File: src/rtl/mux16_rr_sched_pkg.sv
// Shared constants, FSM encoding and the rotating-priority search
// for the 16-way round-robin mux scheduler.
package mux16_rr_sched_pkg;

   localparam int MUX_N        = 16;
   localparam int MUX_SELW     = 4;
   localparam int MUX_MAX_HOLD = 4;

   typedef enum logic {
      ST_IDLE  = 1'b0,
      ST_GRANT = 1'b1
   } state_t;

   // First requester at or after ptr, wrapping; returns ptr when req is all zero.
   function automatic logic [MUX_SELW-1:0] rr_pick(input logic [MUX_N-1:0]    req,
                                                   input logic [MUX_SELW-1:0] ptr);
      logic [MUX_SELW-1:0] idx;
      logic                found;
      rr_pick = ptr;
      found   = 1'b0;
      for (int k = 0; k < MUX_N; k++) begin
         idx = ptr + MUX_SELW'(k);
         if (!found && req[idx]) begin
            rr_pick = idx;
            found   = 1'b1;
         end
      end
   endfunction

endpackage

File: src/rtl/mux16_rr_sched_mux16x1.sv
// Plain 16:1 bit mux; OUT follows IN and SEL with no register stage.
module mux16x1
   import mux16_rr_sched_pkg::*;
(
   input  logic [MUX_N-1:0]    IN,
   input  logic [MUX_SELW-1:0] SEL,
   output logic                OUT
);

   assign OUT = IN[SEL];

endmodule

File: src/rtl/mux16_rr_sched.sv
// Round-robin grant of a shared 16:1 mux; each grant lasts until the owner
// drops its request or MAX_HOLD transfers are accepted, then priority rotates.
module mux16_rr_sched
   import mux16_rr_sched_pkg::*;
#(
   parameter int N        = MUX_N,
   parameter int SELW     = MUX_SELW,
   parameter int MAX_HOLD = MUX_MAX_HOLD
) (
   input  logic            CLK,
   input  logic            RST_N,
   input  logic [N-1:0]    REQ,
   input  logic [N-1:0]    IN,
   input  logic            READY,
   output logic [SELW-1:0] SEL,
   output logic [N-1:0]    GNT,
   output logic            VALID,
   output logic            OUT
);

   localparam logic [SELW-1:0] HOLD_LAST = SELW'(MAX_HOLD - 1);

   state_t          state, state_n;
   logic [SELW-1:0] ptr, ptr_n;
   logic [SELW-1:0] cnt, cnt_n;
   logic [SELW-1:0] sel_n;
   logic [N-1:0]    gnt_n;
   logic            valid_n;
   logic            xfer;
   logic            release_g;
   logic [SELW-1:0] next_ptr;
   logic [SELW-1:0] winner;

   assign xfer      = VALID & READY;
   assign release_g = ~REQ[SEL] | (xfer & (cnt == HOLD_LAST));
   // Re-arbitration after a release searches from the slot after the owner.
   assign next_ptr  = (state == ST_GRANT && release_g) ? SEL + 1'b1 : ptr;
   assign winner    = rr_pick(REQ, next_ptr);

   always_comb begin
      state_n = state;
      ptr_n   = ptr;
      cnt_n   = cnt;
      sel_n   = SEL;
      gnt_n   = GNT;
      valid_n = VALID;
      case (state)
         ST_IDLE: begin
            if (|REQ) begin
               sel_n         = winner;
               gnt_n         = '0;
               gnt_n[winner] = 1'b1;
               valid_n       = 1'b1;
               cnt_n         = '0;
               state_n       = ST_GRANT;
            end
         end
         ST_GRANT: begin
            if (release_g) begin
               ptr_n = next_ptr;
               if (|REQ) begin
                  sel_n         = winner;
                  gnt_n         = '0;
                  gnt_n[winner] = 1'b1;
                  cnt_n         = '0;
               end else begin
                  gnt_n   = '0;
                  valid_n = 1'b0;
                  state_n = ST_IDLE;
               end
            end else if (xfer) begin
               cnt_n = cnt + 1'b1;
            end
         end
         default: state_n = ST_IDLE;
      endcase
   end

   always_ff @(posedge CLK) begin
      if (!RST_N) begin
         state <= ST_IDLE;
         ptr   <= '0;
         cnt   <= '0;
         SEL   <= '0;
         GNT   <= '0;
         VALID <= 1'b0;
      end else begin
         state <= state_n;
         ptr   <= ptr_n;
         cnt   <= cnt_n;
         SEL   <= sel_n;
         GNT   <= gnt_n;
         VALID <= valid_n;
      end
   end

   mux16x1 u_mux (
      .IN  (IN),
      .SEL (SEL),
      .OUT (OUT)
   );

endmodule

File: config.mk
export PLATFORM = sky130hd
export DESIGN_NAME = mux16_rr_sched
export DESIGN_NICKNAME = d
export VERILOG_FILES = /design/src/rtl/mux16_rr_sched_pkg.sv /design/src/rtl/mux16_rr_sched_mux16x1.sv /design/src/rtl/mux16_rr_sched.sv
export SDC_FILE = /design/constraint.sdc
export NUM_CORES = 1
export LEC_CHECK = 0
export BUFFER_PORTS_ARGS = -buffer_cell sky130_fd_sc_hd__buf_2
export CAP_MARGIN = 10
export CORE_MARGIN = 2
export CORE_UTILIZATION = 40
export CTS_CLUSTER_DIAMETER = 200
export DETAILED_ROUTE_END_ITERATION = 10
export PLACE_DENSITY = 0.62
export SLEW_MARGIN = 30
export SYNTH_ARGS = -nofsm -noshare
export SYNTH_HDL_FRONTEND = slang
export SYNTH_SLANG_ARGS = --single-unit
File: constraint.sdc
create_clock -name CLK -period 17.78 [get_ports CLK]
set_clock_uncertainty 0.1 [all_clocks]
set_input_delay 2.667 -clock CLK [delete_from_list [all_inputs] [get_ports CLK]]
set_output_delay 2.667 -clock CLK [all_outputs]
set_load 0.01 [all_outputs]
# Word-level counts from Yosys, hierarchy flattened
# Cells that the tools add are included.
# W data, S select, Z words.
[classes] n_eq_ne=5 muxes=87 addsub=17 magnitude_cmp=19 bitwise_logic=5 reduce_logical=36
[ops] cell="$lt A4 B5 Y1 const B" count=18
[ops] cell="$mux W4" count=21
[ops] cell="$bmux W1 S4" count=18
[ops] cell="$mux W16" count=3
[ops] cell="$mux W1" count=39
[ops] cell="$add A4 B4 Y4 const B" count=8
[ops] cell="$pmux W16 S2" count=1
[ops] cell="$logic_and A1 B1 Y1" count=17
[ops] cell="$add A4 B3 Y4 const B" count=4
[ops] cell="$pmux W4 S2" count=2
[ops] cell="$reduce_or A16 Y1" count=1
[ops] cell="$logic_not A1 Y1" count=15
[ops] cell="$add A4 B1 Y4 const B" count=3
[ops] cell="$add A4 B2 Y4 const B" count=2
[ops] cell="$demux W1 S4" count=1
[ops] cell="$eq A4 B2 Y1 const B" count=1
[ops] cell="$ge A4 B1 Y1 const B" count=1
[ops] cell="$ne A2 B2 Y1 const B" count=2
[ops] cell="$pmux W1 S2" count=2
[ops] cell="$reduce_and A2 Y1" count=2
[ops] cell="$ne A3 B1 Y1 const B" count=1
[ops] cell="$reduce_and A3 Y1" count=1
[ops] cell="$and A1 B1 Y1" count=2
[ops] cell="$ne A2 B1 Y1 const B" count=1
[ops] cell="2 further kinds" count=3
[word_totals] in_bits=35 out_inout_bits=22 ff_bits=30

# Longest topological paths before layout
[depth] depth_word=61 ltp_mapped=25 depth_no_buf=20

# Hierarchy
# Synthesis repeated with hierarchy kept, for this count alone.
[hier_totals] hier_cells=592 area_unflattened_um2=4496.8
[by_module_without_submodules] module="mux16_rr_sched" cells_each=585 seq_area_each_um2=600.6 area_each_um2=4361.7 instances=1
[by_module_without_submodules] module="mux16x1" cells_each=7 seq_area_each_um2=0.0 area_each_um2=135.1 instances=1

# Least setup slack after synthesis
# No wires, ideal clock.
[synth_path] path_kind="input-to-reg" startpoint="input REQ[13]" endpoint="register GNT[10]" t_required_ps=17619 cell_stages=23 t_arrival_ps=7888 n_path_buf=5 setup_ps=61 slack_ps=9731 cell_sequence="clkbuf_1 -> mux2i_1 -> a31oi_1 -> a31oi_4 -> a21boi_1 -> nor2_2 -> inv_1 -> buf_1 -> buf_2 -> ha_1 -> clkinv_1 -> o31a_1 -> a32o_1 -> mux4_2 -> or3_1 -> buf_6 -> nand2b_4 -> buf_6 -> or3_1 -> a221oi_2 -> a31oi_4 -> nor3_4 -> a32o_1"
[synth_between] elab_chain_cells=61
[synth_rtl] item="start: declaration" line_no="mux16_rr_sched.sv:12" source="input logic [N-1:0] REQ,"
[synth_rtl] item="parallel branches: the longest is 61 deep, another holds $add A4 B1 Y4"
[synth_rtl] item="end signal: assignment" line_no="mux16_rr_sched.sv:92" source="GNT <= gnt_n;"
[synth_rtl] item="end: declaration" line_no="mux16_rr_sched.sv:16" source="output logic [N-1:0] GNT,"
# Several ways; the timed one is not identified. The select of a mux whose other input is x is not followed.
# A chain may end at the register's enable or synchronous reset.

# Worst setup path after layout
[layout_path] startpoint="input REQ[8]" endpoint="register GNT[4]"
# Same word-level chain as after synthesis.

==> metrics.log <==
[metrics] status: completed
[metrics] Area Overhead vs Synth: 10.3%
[metrics] core footprint: ~11000 um^2
[metrics] wire length of the first global-routing pass: 28.4 mm
[metrics] final setup violating endpoints: 0
[metrics] Async S/R FF share, synth: 0%
[metrics] Final period util: between 50% and 60%
[metrics] hold buffers post-CTS: 0
[metrics] Port-buffer cells: 56
[metrics] Slew Limit Fails: 0
[metrics] initial antenna violation count: 0
[metrics] highest net fanout along the worst path: 39
[metrics] share of final-layout standard cells stronger than drive strength 1: 19.6%
[metrics] number of CTS-inserted buffers: 5
[metrics] Max Buffers Root-to-Sink: 2
[metrics] commonest non-fill, non-tap cell in the layout: sky130_fd_sc_hd__buf_2
[metrics] Primary FF master, synth: sky130_fd_sc_hd__dfxtp_1
[metrics] Initial Utilization: 41.1%
[metrics] worst-margin pin slew: between 1000 and 1500 ps
[metrics] Skew-Pair Late Insertion Delay: 270 ps
[metrics] number of antenna diodes: 0
[metrics] final routed wire length divided by cell count: around 22 um
[metrics] buffers inserted by post-CTS timing repair: 0
[metrics] endpoints failing hold: 0
[metrics] RSZ-0062 raised after global routing: no
[metrics] DRC violations left: 0
[metrics] clock root buffer: sky130_fd_sc_hd__clkbuf_16
[metrics] shortest clock period the worst path allows after layout: approximately 9100 ps
[metrics] relative slew slack: 31.8%
[metrics] highest-count cells in the layout ignoring fill and taps: sky130_fd_sc_hd__buf_2, sky130_fd_sc_hd__nand2_1, sky130_fd_sc_hd__a21oi_1
[metrics] type of element launching the critical path: input port
[metrics] Post-Synthesis Net Count: 671
[metrics] number of distinct library cell variants in the gate-level netlist after synthesis: 89
[metrics] number of violations of the max-capacitance limit: 0
[metrics] Final Routed Wirelength: 17.7 mm
[metrics] number of cells upsized or downsized after cts: 0
[metrics] Worst-path clk slew: roughly 50 ps
[metrics] sequential area share after synthesis: around an eighth
[metrics] number of global-route vias before repair: 5285
[metrics] maximum number of pins on one net before global-route repair: 40
[metrics] critical path's largest stage delay: about 630 ps
[metrics] die area: roughly 13000 um^2
[metrics] gate count after technology mapping: 633
[metrics] top-level port count: 57
[metrics] die width: between 100 and 150 um
[metrics] CTS tree: done
[metrics] final HPWL from detailed placement: 13.4 mm
[metrics] register-to-register setup slack: 10330 ps
[metrics] number of violations reported at the end of detailed-routing iteration 0: 673
[metrics] Antenna Violating Nets Remaining: 0
[metrics] GR Util All Layers: 27.6%
[metrics] Vias/cell: 6.89
[metrics] final core utilization: 45.3%
[metrics] final layout net count: between 600 and 700
[metrics] CP Class: in -> reg
[metrics] Achievable Freq: approximately 110 MHz
[metrics] kind of cell with the highest combined delay on the critical path: compound AO/OA/AOI/OAI gates
[metrics] Post-Route Setup TNS: 0 ps
[metrics] number of flip-flops and latches in the synthesized netlist: 30
[metrics] via count: roughly 5500
[metrics] slowest stage cell on the critical path: sky130_fd_sc_hd__nor4_2
[metrics] number of H-tree levels: 2
[metrics] length of the first detailed-routing pass in iterations: 6
[metrics] number of synthesized flops with an enable pin: 0
[metrics] standard-cell row count: 39
[metrics] data arrival time of the worst path: 9120 ps
[metrics] mapped cell area: 4690 um^2
[metrics] final RePlAce weighted congestion: 0.950
[metrics] Critical Path End Type: flip-flop
[metrics] sum of buffers and inverters on the critical path: 4
[metrics] Yosys warning count: 0
[metrics] syn avg cell area: 7.41 um^2
[metrics] total congestion overflow after global routing: 0
[metrics] CTS sink count: 30
[metrics] height of the chip: 112 um
[metrics] classification of the worst-slack hold path: reg -> reg
[metrics] Cell Chain, Critical Path: buf_2 > mux4_2 > a2bb2oi_2 > a31o_1 > o211a_1 > buf_4 > inv_1 > ha_1 > clkinv_1 > o31a_1 > a32o_1 > mux2i_1 > mux2i_1 > nor4_2 > nand4b_4 > nor4b_1 > a2111oi_0 > o211a_1 > o21ai_1 > o31ai_1
[metrics] Worst EP required: 17800 ps
-- synth_stat cells (9+ instances only) --
cell | count | share of area [%]
sky130_fd_sc_hd__nand2_1 | 54 | 4.3
sky130_fd_sc_hd__a21oi_1 | 43 | 4.6
sky130_fd_sc_hd__nor2_1 | 38 | 3.0
sky130_fd_sc_hd__nand3_1 | 36 | 3.8
sky130_fd_sc_hd__o21ai_0 | 35 | 3.7
sky130_fd_sc_hd__dfxtp_1 | 30 | 13
sky130_fd_sc_hd__inv_1 | 24 | 1.9
sky130_fd_sc_hd__mux2i_1 | 24 | 5.1
sky130_fd_sc_hd__clkbuf_1 | 23 | 1.8
sky130_fd_sc_hd__o31ai_1 | 21 | 3.4
sky130_fd_sc_hd__a211oi_1 | 16 | 2.6
sky130_fd_sc_hd__nor3_1 | 16 | 1.7
sky130_fd_sc_hd__xnor2_1 | 12 | 2.2
sky130_fd_sc_hd__a21o_1 | 11 | 1.8
sky130_fd_sc_hd__a31oi_1 | 11 | 1.5
sky130_fd_sc_hd__buf_2 | 11 | 1.2
sky130_fd_sc_hd__mux2_2 | 10 | 2.4
sky130_fd_sc_hd__a211o_1 | 9 | 1.7
sky130_fd_sc_hd__a32o_1 | 9 | 1.9
sky130_fd_sc_hd__mux4_2 | 9 | 4.3
sky130_fd_sc_hd__nand2b_1 | 9 | 1.2
sky130_fd_sc_hd__nand4_1 | 9 | 1.2
sky130_fd_sc_hd__or3_1 | 9 | 1.2
-- sequential cells by signal, summed over array words and instances, names as in the netlist --
signal	flops
ptr	4
SEL	4
cnt	4
GNT	16
state	1
VALID	1
-- area by class of cell --
type,instances,area [um^2]
multi-input combinational,535,3800
tap,143,179
inverter,25,93.8
sequential,30,601
fill,1212,6250
clock inverter,1,30.0
clock buffer,6,139
timing repair buffer,62,325
-- routing by layer --
metal  track usage [%]  routed length (um)  vias to the layer above
met5                 0                   0                        -
met4              8.78                 595                        0
met3              3.83                1580                       65
met2              44.6                7880                      335
met1              38.2                7660                     2611
li1                  -                   -                     2514
-- through the flow --
stage | std cells | hold WS [ps] | area (um^2) | setup slack [ps]
after floorplan | 633 | 361 | 4690 | 9730
after global placement | 795 | 338 | 4990 | 8740
after detailed placement | 795 | 340 | 5000 | 8530
after CTS | 802 | 360 | 5160 | 8810
after global routing | 802 | 379 | 5170 | 8230
final | 802 | 357 | 5170 | 8680
-- cells by family (layout without fill, tap and decap cells) --
| group | count (synthesis) | count (layout) | share of synthesized area [%] |
|---|---|---|---|
| AOI/OAI and AO/OA | 233 | 233 | 36.4 |
| buffers and inverters | 68 | 94 | 6.38 |
| xor gates and xnor gates | 17 | 17 | 3.66 |
| muxes | 44 | 44 | 12.1 |
| and+or+nand+nor | 238 | 238 | 27.9 |
| adders and majority gates | 3 | 3 | 0.801 |
| DFF | 30 | 30 | 12.8 |
-- final timing paths --
path                            startpoint     end  depth (start not counted)
worst max-delay path                REQ[8]  GNT[4]                         20
worst min-delay path                GNT[0]  GNT[0]                          2
worst max register to register      SEL[1]  GNT[4]                         19
worst min register to register      GNT[0]  GNT[0]                          2
-- tightest hold or removal path, stage by stage, from the launching register on --
cell and delay (ps):
sky130_fd_sc_hd__dfxtp_1 320, sky130_fd_sc_hd__nand2_1 50, sky130_fd_sc_hd__o31ai_1 50
Power is not shown: default switching activity piles up to over one toggle a cycle in this logic, so the estimate is an artifact.
